File: src/rtl/wb_regfile.sv
// Writeback stage fused with the 32x32 register file: selects writeback data, commits it,
// serves two bypassed combinational read ports and counts retired instructions.
module wb_regfile #(
    parameter int unsigned RETIRE_CNT_WIDTH  = 32,
    parameter bit          RESET_CLEARS_REGS = 1'b1
) (
    input  logic                        Clk_40,
    input  logic                        Reset,
    input  logic [31:0]                 ALUResult_WB_40,
    input  logic [31:0]                 ReadDataFromMem_WB_40,
    input  logic [31:0]                 Instruction_WB_40,
    input  logic                        MemtoReg_WB_40,
    input  logic                        RegWrite_WB_40,
    input  logic [31:0]                 NextInstruct_WB_40,
    input  logic [4:0]                  WriteRegAddress_WB_40,
    input  logic [4:0]                  ReadAddr1_40,
    input  logic [4:0]                  ReadAddr2_40,
    output logic [31:0]                 ReadData1_40,
    output logic [31:0]                 ReadData2_40,
    output logic [31:0]                 WBWriteData_40,
    output logic                        WBWriteEn_40,
    output logic [4:0]                  WBWriteAddr_40,
    output logic [RETIRE_CNT_WIDTH-1:0] RetiredCount_40
);

    localparam logic [5:0] OpSpecial = 6'h00;
    localparam logic [5:0] OpJal     = 6'h03;
    localparam logic [5:0] FunctJalr = 6'h09;

    logic                        link;
    logic [31:0]                 wb_data;
    logic                        wb_en;
    logic [31:0]                 regs_q [32];
    logic [RETIRE_CNT_WIDTH-1:0] retired_q, retired_d;

    always_comb begin
        link = (Instruction_WB_40[31:26] == OpJal) ||
               ((Instruction_WB_40[31:26] == OpSpecial) &&
                (Instruction_WB_40[5:0] == FunctJalr));
        if (MemtoReg_WB_40) begin
            wb_data = ReadDataFromMem_WB_40;
        end else if (link) begin
            wb_data = NextInstruct_WB_40;
        end else begin
            wb_data = ALUResult_WB_40;
        end
        // Gating by Reset here also drops any write that coincides with reset.
        wb_en = RegWrite_WB_40 && (WriteRegAddress_WB_40 != 5'd0) && !Reset;
    end

    assign WBWriteData_40 = wb_data;
    assign WBWriteEn_40   = wb_en;
    assign WBWriteAddr_40 = WriteRegAddress_WB_40;

    always_ff @(posedge Clk_40) begin
        if (Reset) begin
            if (RESET_CLEARS_REGS) begin
                for (int i = 0; i < 32; i++) begin
                    regs_q[i] <= '0;
                end
            end
        end else if (wb_en) begin
            regs_q[WriteRegAddress_WB_40] <= wb_data;
        end
    end

    // Write-then-read: a same-cycle write to the addressed register is visible immediately.
    function automatic logic [31:0] read_port(input logic [4:0] addr);
        if (Reset || (addr == 5'd0)) begin
            return 32'h0;
        end else if (wb_en && (addr == WriteRegAddress_WB_40)) begin
            return wb_data;
        end else begin
            return regs_q[addr];
        end
    endfunction

    always_comb begin
        ReadData1_40 = read_port(ReadAddr1_40);
        ReadData2_40 = read_port(ReadAddr2_40);
    end

    // Bubbles (all-zero words) are not counted; stores and branches are.
    always_comb begin
        retired_d = retired_q;
        if (Reset) begin
            retired_d = '0;
        end else if (Instruction_WB_40 != 32'h0) begin
            retired_d = retired_q + RETIRE_CNT_WIDTH'(1);
        end
    end

    always_ff @(posedge Clk_40) begin
        retired_q <= retired_d;
    end

    assign RetiredCount_40 = retired_q;

endmodule

File: config.mk
export PLATFORM = sky130hd
export DESIGN_NAME = wb_regfile
export DESIGN_NICKNAME = d
export VERILOG_FILES = /design/src/rtl/wb_regfile.sv
export SDC_FILE = /design/constraint.sdc
export NUM_CORES = 2
export LEC_CHECK = 0
export BUFFER_PORTS_ARGS = -buffer_cell sky130_fd_sc_hd__buf_2
export CORE_MARGIN = 2
export CORE_UTILIZATION = 32
export CTS_CLUSTER_DIAMETER = 30
export DETAILED_ROUTE_END_ITERATION = 12
export SLEW_MARGIN = 20
export SYNTH_ARGS = -nofsm -noshare
export SYNTH_HDL_FRONTEND = slang
export SYNTH_SLANG_ARGS = --single-unit
File: constraint.sdc
create_clock -name Clk_40 -period 9.05 [get_ports Clk_40]
set_clock_uncertainty 0.2 [all_clocks]
set_input_delay 1.3575 -clock Clk_40 [delete_from_list [all_inputs] [get_ports Clk_40]]
set_output_delay 1.3575 -clock Clk_40 [all_outputs]
set_load 0.05 [all_outputs]
==> impl_metrics.yaml <==
status:
  status: "finished clean"
drt:
  maxUsedRoutingLayer: "met5"
  drc_errors: 0
  ant_nets: 0
  first_iter_violations: 5677
  routed-wl-met3_um: 22600
  num_vias: 41500
  routedLengthMet1_um: 72800
  via_per_inst: 5.94
  dr.pass1.iters: 6
  avgRoutedWirePerCell_um: 30.2
  wirelength_um: 211000
  wl_met2_um: 100000
critical_path:
  crit_path_max_incr_delay_ns: 0.76
  crit_chain: "buf_2, nor4_4, buf_4, nand3_1, or3_4, buf_4, o221ai_4, buf_4, o22ai_1, o21bai_1, buf_2"
  crit_type: "in2out"
  required_ns: 7.49
  cpMaxStageDelayCell: "o221ai_4"
  crit_path_end_kind: "output pin"
  crit_top_cell: "buf_4"
  setup.worst_path.start_class: "input pin"
  crit_start: "Instruction_WB_40[29]"
  worstReg2RegStart: "RetiredCount_40[3]"
  worstPathArrival_ns: 5.52
  crit_fanout: 32
grt:
  grt_util_all_layers_pct: 23.0
  grt_pass1_wl_um: 296000
  antenna_found_initial: 14
  grt_overflow: 0
  grt_pass1_vias: 41300
  grt_max_degree: 102
yosys:
  synthFlopType: "edfxtp_1"
  synth_edf_count: 1024
  avgSynthCellArea_um2: 13.0
  seq_area_frac_synth_pct: 56.2
  synthTopCellsByArea: "edfxtp_1 (55%), mux4_2 (15%), nor2_1 (8.0%)"
  synth_area_leader_cell: "edfxtp_1"
  netlist.area_leader.share_pct: 55.1
  synth_cell_types: 62
  syn_inst: 4312
  synthesis.area_um2: 55800
  async_flop_share_pct: 0
  yosysWarnings: 0
  synth_seq_cells: 1056
die:
  die-area_um2: 178000
  core_um2: 174000
  fp-row-count: 153
  start_util_pct: 32.2
  io_pins: 281
  fp.dieW_um: 422
  fp.dieH_um: 422
clock_network:
  cts_sinks: 1056
  numCtsBuffers: 179
  clk_pin_slew_ns: 0.05
  clk_latency_ns: 0.80
  cts_max_level: 4
  cts_tree: "built"
  postCtsHoldBufs: 0
  clockBufferDepth: 3
  ctsResizeCount: 0
  post-cts-setup-buffers: 0
  cts_root_buf: "clkbuf_16"
place:
  gp_routability_congestion: 0.906
  dp.cells: 6648
  numPortBuffers: 280
  place_area_um2: 59900
  place_hpwl_um: 123000
power:
  powerDensity_nw_per_um2: 220
  peakVddDrop_uv: 194
  p_leak_uw: 0.0233
hold_path:
  hp-start: "RetiredCount_40[14]"
  hold_path.class: "reg2reg"
flow_run:
  max-cap-violations: 0
layout:
  finalNetCount: 4652
  stdcell_area_um2: 66100
  fin_util_pct: 38.1
  area_growth_pct: 18.4
  final_common_cell: "nor2_1"
  final_cell_mix: "nor2_1 (1182), edfxtp_1 (1024), mux4_2 (384)"
  drive_gt1_share_pct: 26.0
  fin_cells: 6993
sta:
  rsz0062_at_grt: "false"
  maxSlewViolCount: 0
  max_freq_mhz: 141
  fin_setup_tns_ns: 0
  setup_viol: 0
  fin_crit_sh_pct: 78.2
  tightest_slew_ns: 1.29
  slew_headroom_pct: 13.9
  finalHoldViolations: 0
  fin_crit_ns: 7.07
==> final timing paths <==
check	to	slack, ns	depth (start not counted)
worst min register to register	RetiredCount_40[14]	0.30	2
worst min-delay path	RetiredCount_40[14]	0.30	2
worst max-delay path	ReadData2_40[18]	1.98	11
worst max register to register	RetiredCount_40[31]	6.19	6
==> layer usage <==
layer	vias to the layer above	track usage, %
met3	692	5.51
met4	14	15.0
met1	21200	27.3
li1	16900	-
met2	2835	37.3
met5	-	0
==> synth_stat cells, drive strengths merged (8+ instances only) <==
cell type	count
nor2	1185
edfxtp	1024
mux4	384
nand2	267
mux2i	261
clkbuf	260
a221oi	214
buf	194
o221ai	63
nor3	45
inv	44
nand3	43
o31ai	33
dfxtp	32
o211ai	31
o21bai	30
a22o	29
o22ai	29
xnor2	26
a21oi	12
or3	11
o21ai	10
nor4	8
==> state kept, by name (all words and copies together) (netlist names) <==
signal           cells
RetiredCount_40     32
regs_q            1024
==> where the power goes <==
group          switching [µW]  total (µW)  internal, µW
combinational            1230        1840           603
sequential                129        5760          5630
clock                    2570        6980          4400
==> cell type report <==
| type | count | area (µm²) |
|---|---|---|
| fill | 16200 | 108000 |
| sequential | 1056 | 31400 |
| multi-input combinational | 2788 | 22600 |
| clock buffer | 203 | 4610 |
| tap | 2325 | 2910 |
| timing repair buffer | 434 | 2760 |
| clock inverter | 128 | 1580 |
| inverter | 45 | 171 |
| antenna | 14 | 35.0 |
==> cell families after synthesis <==
logic type | count (synthesis) | share of synthesized area [%]
other | 1 | 0.00672
muxes | 649 | 20.2
adders and majority gates | 1 | 0.0224
xor gates and xnor gates | 33 | 0.518
buffers and inverters | 499 | 3.83
and+or+nand+nor | 1599 | 11.3
AOI/OAI and AO/OA | 474 | 7.88
DFF | 1056 | 56.2
==> stage by stage <==
step / hold slack (ns) / setup slack, ns / total power, µW
final: 0.302 / 1.98 / 14600
after CTS: 0.301 / 2.10 / 14600
after detailed placement: 0.294 / 2.12 / 7650
after global placement: 0.294 / 2.13 / 7610
after floorplan: 0.525 / 2.40 / 6970
after global routing: 0.337 / 1.91 / 14900
==> critical path: cells and delay by family <==
| kind | cells | cell delay, ns |
|---|---|---|
| AO/OA/AOI/OAI | 3 | 1.19 |
| buffers and inverters | 5 | 1.72 |
| AND/OR/NAND/NOR | 3 | 1.20 |
Note: power is estimated with default switching activity, not from simulation.
